==> config.mk <==
export PLATFORM = sky130hd
export DESIGN_NAME = freq_synth
export DESIGN_NICKNAME = d
export VERILOG_FILES = /design/src/rtl/freq_synth_pkg.sv /design/src/rtl/freq_synth_divider.sv /design/src/rtl/freq_synth.sv
export SDC_FILE = /design/constraint.sdc
export NUM_CORES = 1
export LEC_CHECK = 0
export BUFFER_PORTS_ARGS = -buffer_cell sky130_fd_sc_hd__buf_4
export CAP_MARGIN = 20
export CORE_ASPECT_RATIO = 0.75
export CORE_MARGIN = 2
export CORE_UTILIZATION = 60
export DETAILED_ROUTE_END_ITERATION = 7
export PLACE_DENSITY = 0.78
export SLEW_MARGIN = 20
export SYNTH_ARGS = -nofsm -noshare
export SYNTH_HDL_FRONTEND = slang
export SYNTH_SLANG_ARGS = --single-unit
==> constraint.sdc <==
create_clock -name clk -period 12.1 [get_ports clk]
set_input_delay 0.605 -clock clk [delete_from_list [all_inputs] [get_ports clk]]
set_output_delay 0.605 -clock clk [all_outputs]
set_load 0.05 [all_outputs]
==> src/rtl/freq_synth_pkg.sv <==
// freq_synth_pkg: shared definitions for the programmable square-wave generator.
//   - state_t     : sequencer states (IDLE, CONV, DIV, RUN)
//   - *_DEF       : default values for the CLK_HZ / DIV_W / FREQ_W parameters
//   - BCD_MAX     : largest legal BCD digit
package freq_synth_pkg;

  localparam int CLK_HZ_DEF = 50000000;
  localparam int DIV_W_DEF  = 26;
  localparam int FREQ_W_DEF = 17;

  localparam logic [3:0] BCD_MAX = 4'd9;

  typedef enum logic [1:0] {
    IDLE = 2'd0,
    CONV = 2'd1,
    DIV  = 2'd2,
    RUN  = 2'd3
  } state_t;

endpackage

==> src/rtl/freq_synth_divider.sv <==
// seq_divider: restoring unsigned divider, one quotient bit per clock, MSB first.
// Ports:
//   clk, rst          clock, asynchronous active-low reset
//   start             begin a division (performs the first iteration on this edge)
//   abort             cancel any division in progress (priority over start)
//   dividend[DIV_W]   numerator, sampled on start
//   divisor[FREQ_W]   denominator, sampled on start (must be non-zero)
//   quotient[DIV_W]   truncated quotient, valid while done is high
//   done              one-cycle pulse, DIV_W cycles after start was sampled
module seq_divider
  import freq_synth_pkg::*;
#(
  parameter int DIV_W  = DIV_W_DEF,
  parameter int FREQ_W = FREQ_W_DEF
) (
  input  logic              clk,
  input  logic              rst,
  input  logic              start,
  input  logic              abort,
  input  logic [DIV_W-1:0]  dividend,
  input  logic [FREQ_W-1:0] divisor,
  output logic [DIV_W-1:0]  quotient,
  output logic              done
);

  localparam int CNT_W = $clog2(DIV_W + 1);

  logic [DIV_W-1:0]  dvd_r;
  logic [FREQ_W-1:0] dsr_r;
  logic [FREQ_W-1:0] rem_r;
  logic [DIV_W-1:0]  quo_r;
  logic [CNT_W-1:0]  cnt_r;
  logic              active_r;
  logic              done_r;

  logic              bit_s;
  logic [FREQ_W-1:0] rem_in_s;
  logic [FREQ_W-1:0] dsr_in_s;
  logic [FREQ_W:0]   trial_s;
  logic [FREQ_W:0]   diff_s;
  logic              ge_s;
  logic [FREQ_W-1:0] rem_nx_s;

  // One restoring step; on start the operands come straight from the ports
  // so the first quotient bit is produced on the start edge itself.
  always_comb begin
    bit_s    = 1'b0;
    rem_in_s = '0;
    dsr_in_s = '0;
    if (start) begin
      bit_s    = dividend[DIV_W-1];
      rem_in_s = '0;
      dsr_in_s = divisor;
    end else begin
      bit_s    = dvd_r[DIV_W-1];
      rem_in_s = rem_r;
      dsr_in_s = dsr_r;
    end
    // The remainder is always below the divisor, so FREQ_W+1 bits hold the shifted value.
    trial_s = {rem_in_s, bit_s};
    diff_s  = trial_s - {1'b0, dsr_in_s};
    ge_s    = (trial_s >= {1'b0, dsr_in_s});
    if (ge_s) begin
      rem_nx_s = diff_s[FREQ_W-1:0];
    end else begin
      rem_nx_s = trial_s[FREQ_W-1:0];
    end
  end

  // Iteration registers: dividend shifter, remainder, quotient, step counter.
  always_ff @(posedge clk or negedge rst) begin
    if (!rst) begin
      dvd_r    <= '0;
      dsr_r    <= '0;
      rem_r    <= '0;
      quo_r    <= '0;
      cnt_r    <= '0;
      active_r <= 1'b0;
      done_r   <= 1'b0;
    end else if (abort) begin
      cnt_r    <= '0;
      active_r <= 1'b0;
      done_r   <= 1'b0;
    end else if (start) begin
      dvd_r    <= {dividend[DIV_W-2:0], 1'b0};
      dsr_r    <= divisor;
      rem_r    <= rem_nx_s;
      quo_r    <= {{(DIV_W-1){1'b0}}, ge_s};
      cnt_r    <= CNT_W'(1);
      active_r <= 1'b1;
      done_r   <= 1'b0;
    end else if (active_r) begin
      dvd_r <= {dvd_r[DIV_W-2:0], 1'b0};
      rem_r <= rem_nx_s;
      quo_r <= {quo_r[DIV_W-2:0], ge_s};
      cnt_r <= cnt_r + CNT_W'(1);
      if (cnt_r == CNT_W'(DIV_W - 1)) begin
        active_r <= 1'b0;
        done_r   <= 1'b1;
      end else begin
        done_r   <= 1'b0;
      end
    end else begin
      done_r <= 1'b0;
    end
  end

  assign quotient = quo_r;
  assign done     = done_r;

endmodule

==> src/rtl/freq_synth.sv <==
// freq_synth: programmable square-wave generator.
// A 4-digit BCD setpoint (optionally x10) is converted to binary, the half-period
// CLK_HZ/2 / f is computed by seq_divider, and sigout toggles every half_q cycles.
// Ports:
//   clk, rst              clock, asynchronous active-low reset
//   load                  single-cycle strobe capturing bcd3..bcd0 and range
//   bcd3..bcd0            thousands..units digits
//   range                 0: f = BCD value, 1: f = BCD value x10
//   sigout                square wave output (starts low)
//   busy                  high while converting/dividing
//   err                   sticky until next load; a captured digit was > 9
//   half_q[DIV_W]         current half-period in clk cycles, 0 when stopped
module freq_synth
  import freq_synth_pkg::*;
#(
  parameter int CLK_HZ = CLK_HZ_DEF,
  parameter int DIV_W  = DIV_W_DEF,
  parameter int FREQ_W = FREQ_W_DEF
) (
  input  logic             clk,
  input  logic             rst,
  input  logic             load,
  input  logic [3:0]       bcd3,
  input  logic [3:0]       bcd2,
  input  logic [3:0]       bcd1,
  input  logic [3:0]       bcd0,
  input  logic             range,
  output logic             sigout,
  output logic             busy,
  output logic             err,
  output logic [DIV_W-1:0] half_q
);

  localparam logic [DIV_W-1:0] HALF_CLK = DIV_W'(CLK_HZ / 2);

  state_t            state_r, state_nx;
  logic [3:0]        d3_r, d2_r, d1_r, d0_r;
  logic              range_r;
  logic              sig_r, sig_nx;
  logic              busy_r, busy_nx;
  logic              err_r, err_nx;
  logic [DIV_W-1:0]  half_r, half_nx;
  logic [DIV_W-1:0]  cnt_r, cnt_nx;

  logic              bad_in_s;
  logic              zero_in_s;
  logic [FREQ_W-1:0] freq_s;
  logic              div_start_s;
  logic              div_done_s;
  logic [DIV_W-1:0]  div_quo_s;

  assign bad_in_s  = (bcd3 > BCD_MAX) | (bcd2 > BCD_MAX) | (bcd1 > BCD_MAX) | (bcd0 > BCD_MAX);
  assign zero_in_s = ({bcd3, bcd2, bcd1, bcd0} == 16'd0);

  // Horner-form BCD to binary on the captured digits; stable between loads.
  always_comb begin
    freq_s = FREQ_W'(d3_r);
    freq_s = freq_s * FREQ_W'(4'd10) + FREQ_W'(d2_r);
    freq_s = freq_s * FREQ_W'(4'd10) + FREQ_W'(d1_r);
    freq_s = freq_s * FREQ_W'(4'd10) + FREQ_W'(d0_r);
    if (range_r) begin
      freq_s = freq_s * FREQ_W'(4'd10);
    end else begin
      freq_s = freq_s;
    end
  end

  // The divider is kicked from CONV; a load in the same cycle cancels it instead.
  assign div_start_s = (state_r == CONV) && !load;

  seq_divider #(
    .DIV_W (DIV_W),
    .FREQ_W(FREQ_W)
  ) u_div (
    .clk     (clk),
    .rst     (rst),
    .start   (div_start_s),
    .abort   (load),
    .dividend(HALF_CLK),
    .divisor (freq_s),
    .quotient(div_quo_s),
    .done    (div_done_s)
  );

  // Setpoint capture register, written only by load.
  always_ff @(posedge clk or negedge rst) begin
    if (!rst) begin
      d3_r    <= 4'd0;
      d2_r    <= 4'd0;
      d1_r    <= 4'd0;
      d0_r    <= 4'd0;
      range_r <= 1'b0;
    end else if (load) begin
      d3_r    <= bcd3;
      d2_r    <= bcd2;
      d1_r    <= bcd1;
      d0_r    <= bcd0;
      range_r <= range;
    end else begin
      d3_r    <= d3_r;
      d2_r    <= d2_r;
      d1_r    <= d1_r;
      d0_r    <= d0_r;
      range_r <= range_r;
    end
  end

  // Sequencer next-state and output logic; load overrides every state.
  always_comb begin
    state_nx = state_r;
    sig_nx   = sig_r;
    busy_nx  = busy_r;
    err_nx   = err_r;
    half_nx  = half_r;
    cnt_nx   = cnt_r;
    if (load) begin
      sig_nx  = 1'b0;
      half_nx = '0;
      cnt_nx  = '0;
      err_nx  = 1'b0;
      if (bad_in_s) begin
        err_nx   = 1'b1;
        busy_nx  = 1'b0;
        state_nx = IDLE;
      end else if (zero_in_s) begin
        busy_nx  = 1'b0;
        state_nx = IDLE;
      end else begin
        busy_nx  = 1'b1;
        state_nx = CONV;
      end
    end else begin
      case (state_r)
        IDLE: begin
          sig_nx  = 1'b0;
          cnt_nx  = '0;
          busy_nx = 1'b0;
        end
        CONV: begin
          busy_nx  = 1'b1;
          state_nx = DIV;
        end
        DIV: begin
          if (div_done_s) begin
            half_nx  = div_quo_s;
            cnt_nx   = '0;
            busy_nx  = 1'b0;
            state_nx = RUN;
          end else begin
            busy_nx  = 1'b1;
          end
        end
        RUN: begin
          if (cnt_r == half_r - DIV_W'(1)) begin
            cnt_nx = '0;
            sig_nx = ~sig_r;
          end else begin
            cnt_nx = cnt_r + DIV_W'(1);
          end
        end
        default: begin
          state_nx = IDLE;
          sig_nx   = 1'b0;
          busy_nx  = 1'b0;
          half_nx  = '0;
          cnt_nx   = '0;
        end
      endcase
    end
  end

  // Sequencer state and registered outputs.
  always_ff @(posedge clk or negedge rst) begin
    if (!rst) begin
      state_r <= IDLE;
      sig_r   <= 1'b0;
      busy_r  <= 1'b0;
      err_r   <= 1'b0;
      half_r  <= '0;
      cnt_r   <= '0;
    end else begin
      state_r <= state_nx;
      sig_r   <= sig_nx;
      busy_r  <= busy_nx;
      err_r   <= err_nx;
      half_r  <= half_nx;
      cnt_r   <= cnt_nx;
    end
  end

  assign sigout = sig_r;
  assign busy   = busy_r;
  assign err    = err_r;
  assign half_q = half_r;

endmodule

==> results of run 1 <==
-- flip-flops by register name, summed over array words and instances (netlist names), 2 cells and up --
signal / cells
cnt_r: 26
d0_r: 4
d1_r: 4
d2_r: 4
d3_r: 4
half_q: 26
state_r: 2
u_div.cnt_r: 5
u_div.dsr_r: 17
u_div.dvd_r: 19
u_div.quotient: 26
u_div.rem_r: 17
-- cells in the final DEF, fill, tap and decap left out, drive strengths merged, types with 9 or more instances in the layout --
cell and n:
dfrtp 160, nand2 104, ha 98, nor2 89, o21ai 79, inv 70, a22o 69, xnor2 57
a21oi 56, buf 54, xor2 43, nor2b 30, nand3 28, nor3 26, mux2i 22, nand4 20
clkbuf 19, and3 15, mux2 14, a21o 13, a31o 13, o21a 12, o22a 12, nor4 10
o31ai 9
-- final timing paths --
kind,from,end
setup / recovery,d3_r[1],u_div.rem_r[0]
hold / removal,rst,cnt_r[24]
setup reg to reg,d3_r[1],u_div.rem_r[0]
hold reg to reg,u_div.dsr_r[0],u_div.dsr_r[0]
max in group asynchronous,rst,u_div.dvd_r[24]
min in group clk,range,range_r
-- per-layer routing --
layer | part of all wire | vias to the layer above | track usage
li1 | - | 4453 | -
met5 | 0 | - | 0
met4 | 0.015 | 0 | 0.0780
met3 | 0.061 | 39 | 0.0392
met2 | 0.42 | 293 | 0.402
met1 | 0.50 | 4473 | 0.416
-- synthesized netlist by cell type, types with 22 or more instances --
master      n  share of area
a21oi_1    56          0.025
a22o_1     69          0.053
clkbuf_1   42          0.014
dfrtp_1   160           0.35
ha_1       98           0.11
inv_1      62          0.021
mux2i_1    22          0.019
nand2_1   104          0.034
nand3_1    28          0.012
nor2_1     89          0.029
nor2b_1    30          0.017
nor3_1     24          0.011
o21ai_0    75          0.033
xnor2_1    57          0.044
xor2_1     43          0.033
-- worst max-delay path, delay by kind of cell, from the launching register on --
family	cells	cell delay, ns
buf+inv	1	0.09
fa+ha+maj	10	3.14
xor+xnor	7	2.03
compound gates	9	2.70
simple gates	6	0.82
mux	1	0.42
flops	1	0.41
-- cells by family after synthesis --
family,count (synthesis),synth area share
AND/OR/NAND/NOR,362,0.161
AO/OA/AOI/OAI,333,0.207
flip-flops,160,0.353
buffers and inverters,116,0.0408
adder cells (fa/ha/maj),108,0.124
XOR/XNOR,101,0.0793
multiplexers,36,0.0334
other,1,0.000331
-- area by class of cell --
| type | count | area share |
|---|---|---|
| Clock buffer | 19 | 0.0363 |
| Tap cell | 247 | 0.0248 |
| Multi-Input combinational cell | 941 | 0.553 |
| Timing Repair Buffer | 54 | 0.0328 |
| Clock inverter | 13 | 0.0135 |
| Inverter | 63 | 0.0190 |
| Sequential cell | 160 | 0.321 |
-- stage by stage --
stage,hold WS [ns],worst slack (ns)
finish,0.219,2.37
global route,0.307,1.53
detailed placement,0.462,2.43
global placement,0.453,2.89
floorplan,0.309,3.69
CTS,0.277,2.38
==> flow_metrics.py, run 1 <==
metrics = {
    "timing": {
        "worst_pin_slew_ns": 1.06,
        "grt_setup_unrepaired": "false",
        "relSlewSlack": 0.295,
        "finalCritPeriodShare": 0.804,
        "fin_crit_ns": 9.73,
        "slew_viol_final": 0,
        "setup_viol": 0,
        "clock_skew_ns": 0.0117,
        "fmax_mhz": 103,
        "fin_setup_tns_ns": 0,
        "hold_viol_final": 0,
    },
    "setup_path": {
        "path_common_cell": "ha_1",
        "cpPeakStageDelay_ns": 0.82,
        "crit_type": "register to register",
        "r2r_setup_slack_ns": 2.37,
        "worstSetupEndpointType": "register",
        "path_max_fanout": 21,
        "r2r_cells": 34,
        "critPathRequiredTime_ns": 12.45,
        "startpoint_type": "register",
        "slowest_stage": "o21ai_2",
        "cp.arrival_ns": 10.08,
    },
    "route": {
        "drtIter0Drc": 1066,
        "drc": 0,
        "ant_nets": 0,
        "drt_first_pass_iters": 5,
        "post_drt_via_cell_ratio": 6.18,
        "routed_wl_mm": 26.5,
        "vias": 9258,
        "wl_per_cell_um": 17.7,
    },
    "synth": {
        "syn_area_per_cell_um2": 9.31,
        "synth_edf_count": 0,
        "yosysUniqueCellTypes": 82,
        "ys_ff_latch": 160,
        "yosys_warnings": 0,
        "syn_nets": 1343,
        "ys.flop_type": "dfrtp_1",
        "synth_cells": 1217,
        "yosysSeqAreaShare": 0.353,
        "synthArstFlopShare": 1.00,
        "netlist_area_um2": 11300,
    },
    "placement": {
        "post_dp_cell_area_um2": 11800,
        "routabilityCongestion": 0.883,
        "post-dp-hpwl_mm": 18.9,
        "dp.cells": 1465,
        "portBuffers": 48,
    },
    "global_route": {
        "grt_max_degree": 92,
        "grt_pass1_wl_mm": 43.7,
        "antenna_found_initial": 0,
        "overflow": 0,
        "grt_pass1_vias": 8581,
        "grtUsageTotal": 0.272,
    },
    "floorplanning": {
        "initial_core_util": 0.612,
        "die-area_um2": 20000,
        "io_pins": 49,
        "coreArea_um2": 18500,
        "die_height_um": 123,
        "row_count": 43,
        "die_w_um": 163,
    },
    "cells_and_area": {
        "fin_nets": 1363,
        "stdcell_count": 1497,
        "final.fill_count": 1445,
        "final_util": 0.674,
        "multi_input_area_um2": 6890,
        "area_delta_synth_final_pct": 10.1,
        "regArea_um2": 4000,
        "drive_gt1_frac": 0.106,
        "fin_area_um2": 12500,
        "antenna_cells": 0,
    },
    "clock_network": {
        "cts.clk_slew.worst_paths_ns": 0.07,
        "cts-hold-fix-buffers": 0,
        "cts-buffers-inserted": 17,
        "cts_resized": 0,
        "ctsHtreeMaxLevel": 4,
        "clock_sinks": 160,
        "post_cts_buffers": 0,
        "cts_tree": "done",
        "worstSkewPairLatency_ns": 0.43,
        "cts_max_path_buffers": 2,
        "cts_root_buffer": "clkbuf_16",
    },
    "worst_hold_path": {
        "hp-class": "primary input to asynchronous set/reset pin",
    },
    "outcome": {
        "status": "finished clean",
    },
    "job": {
        "maxCapViolCount": 0,
    },
}
Power of run 1 is left out: the tool's default activity adds up to more than one toggle a clock period on the data nets, which glitch-free logic cannot reach.
==> run 2: changes to the inputs <==
Clock period 12.1 ns to 9.85 ns, I/O delays scaled along.
==> run 2 against run 1 <==
- via count decreased by 0.22%
- routed wire length decreased by 1.7%
- worst setup slack got worse by 1.6 ns
- non-clock buffer count increased by 1
- sequential share of layout area about the same
- core utilization about the same
- die area unchanged
- hold slack got worse by 0.15 ns
- clock skew increased by 0.0031 ns
- final cell count about the same
- first-iteration DRC count decreased by 11%
- critical endpoint unchanged
==> flow_metrics.py, run 2 (synthesis results as in run 1) <==
metrics = {
    "cells_and_area": {
        "multi_input_area_um2": 6900,
        "final_cell_mix": "dfrtp_1 (160), nand2_1 (104), ha_1 (98), nor2_1 (88), o21ai_0 (74)",
        "regArea_um2": 4000,
        "fin_nets": 1364,
        "drive_gt1_frac": 0.109,
        "antenna_cells": 0,
        "final_common_cell": "dfrtp_1",
        "area_delta_synth_final_pct": 10.0,
        "final.fill_count": 1459,
    },
    "setup_path": {
        "slowest_stage": "dfrtp_1",
        "critPathRequiredTime_ns": 10.20,
        "r2r_setup_slack_ns": 0.73,
        "worstSetupEndpointType": "register",
        "crit_path_end": "u_div.rem_r[0]",
        "path_max_fanout": 15,
        "cp.arrival_ns": 9.47,
        "startpoint_type": "register",
        "regToRegEndpoint": "u_div.rem_r[0]",
        "r2r_cells": 38,
        "cpPeakStageDelay_ns": 0.45,
        "path_common_cell": "ha_1",
        "crit_type": "register to register",
        "rr_startpoint": "d3_r[2]",
        "startpoint": "d3_r[2]",
    },
    "global_route": {
        "grtUsageTotal": 0.272,
        "grt_max_degree": 83,
        "antenna_found_initial": 0,
        "overflow": 0,
        "grt_pass1_wl_mm": 44.0,
        "grt_pass1_vias": 8618,
    },
    "placement": {
        "portBuffers": 48,
        "routabilityCongestion": 0.878,
        "post-dp-hpwl_mm": 18.8,
    },
    "clock_network": {
        "cts_tree": "done",
        "cts-hold-fix-buffers": 0,
        "cts.clk_slew.worst_paths_ns": 0.08,
        "ctsHtreeMaxLevel": 4,
        "cts-buffers-inserted": 17,
        "clock_sinks": 160,
        "post_cts_buffers": 0,
        "cts_root_buffer": "clkbuf_16",
        "cts_max_path_buffers": 2,
        "cts_resized": 0,
        "worstSkewPairLatency_ns": 0.44,
    },
    "route": {
        "post_drt_via_cell_ratio": 6.17,
        "drc": 0,
        "vias": 9238,
        "routed_wl_mm": 26.0,
        "drtIter0Drc": 946,
        "wl_per_cell_um": 17.4,
        "ant_nets": 0,
        "drt_first_pass_iters": 5,
    },
    "floorplanning": {
        "row_count": 43,
        "io_pins": 49,
        "die_height_um": 123,
        "coreArea_um2": 18500,
        "die-area_um2": 20000,
        "die_w_um": 163,
        "initial_core_util": 0.612,
    },
    "timing": {
        "worst_pin_slew_ns": 0.983,
        "fmax_mhz": 110,
        "clock_skew_ns": 0.0148,
        "relSlewSlack": 0.345,
        "fin_crit_ns": 9.12,
        "hold_viol_final": 0,
        "fin_setup_tns_ns": 0,
        "grt_setup_unrepaired": "false",
        "setup_viol": 0,
        "finalCritPeriodShare": 0.926,
        "slew_viol_final": 0,
    },
    "worst_hold_path": {
        "hp-class": "primary input to asynchronous set/reset pin",
    },
    "outcome": {
        "status": "finished clean",
    },
    "job": {
        "maxCapViolCount": 0,
    },
}
## run 2: cell types whose count changed in the layout (fill, tap and decap cells not counted), moves of 2 or more
cell        delta
clkinv_8       +4
bufinv_16      -2
clkbuf_8       -2
clkinvlp_4     +2
## run 2: worst min path at each step
stage               cells past startpoint  slack, ns       startpoint               to
floorplan                               0       0.20              rst             busy
global placement                        2       0.45   u_div.dsr_r[0]   u_div.dsr_r[0]
detailed placement                      2       0.47  u_div.dsr_r[15]  u_div.dsr_r[15]
CTS                                     1       0.11              rst         cnt_r[0]
global route                            1       0.13              rst         cnt_r[0]
finish                                  1       0.07              rst         cnt_r[0]
## run 2: layout make-up
class,count,area share
Inverter,63,0.0190
Clock inverter,15,0.0138
Multi-Input combinational cell,941,0.554
Clock buffer,17,0.0341
Timing Repair Buffer,55,0.0334
Sequential cell,160,0.321
Tap cell,247,0.0248
## run 2: routing by layer
metal,up-vias,share of wire,wire (um),global-route usage
li1,4474,-,-,-
met1,4434,0.50,12900,0.422
met2,309,0.43,11200,0.400
met5,-,0,0,0
met4,0,0.0090,235,0.0586
met3,21,0.065,1700,0.0443
## run 2: critical path, delay by kind of cell (launching register included)
kind / cells / cell delay (ns)
AO/OA/AOI/OAI: 12 / 2.49
adder cells (fa/ha/maj): 8 / 2.61
buffers and inverters: 1 / 0.31
AND/OR/NAND/NOR: 9 / 1.51
multiplexers: 2 / 0.47
XOR/XNOR: 6 / 1.19
flip-flops: 1 / 0.45
## run 2: per-stage QoR
step	std cells	setup WS, ns	area (um2)	hold WS, ns	utilization
3_5_place_dp	1466	0.698	11800	0.466	0.640
4_1_cts	1498	0.651	12400	0.114	0.672
3_3_place_gp	1466	0.931	11800	0.455	0.640
5_1_grt	1498	0.0186	12500	0.132	0.673
6_report	1498	0.731	12500	0.0709	0.673
2_1_floorplan	1217	1.44	11300	0.197	-
Power of run 2 is left out for the same reason.
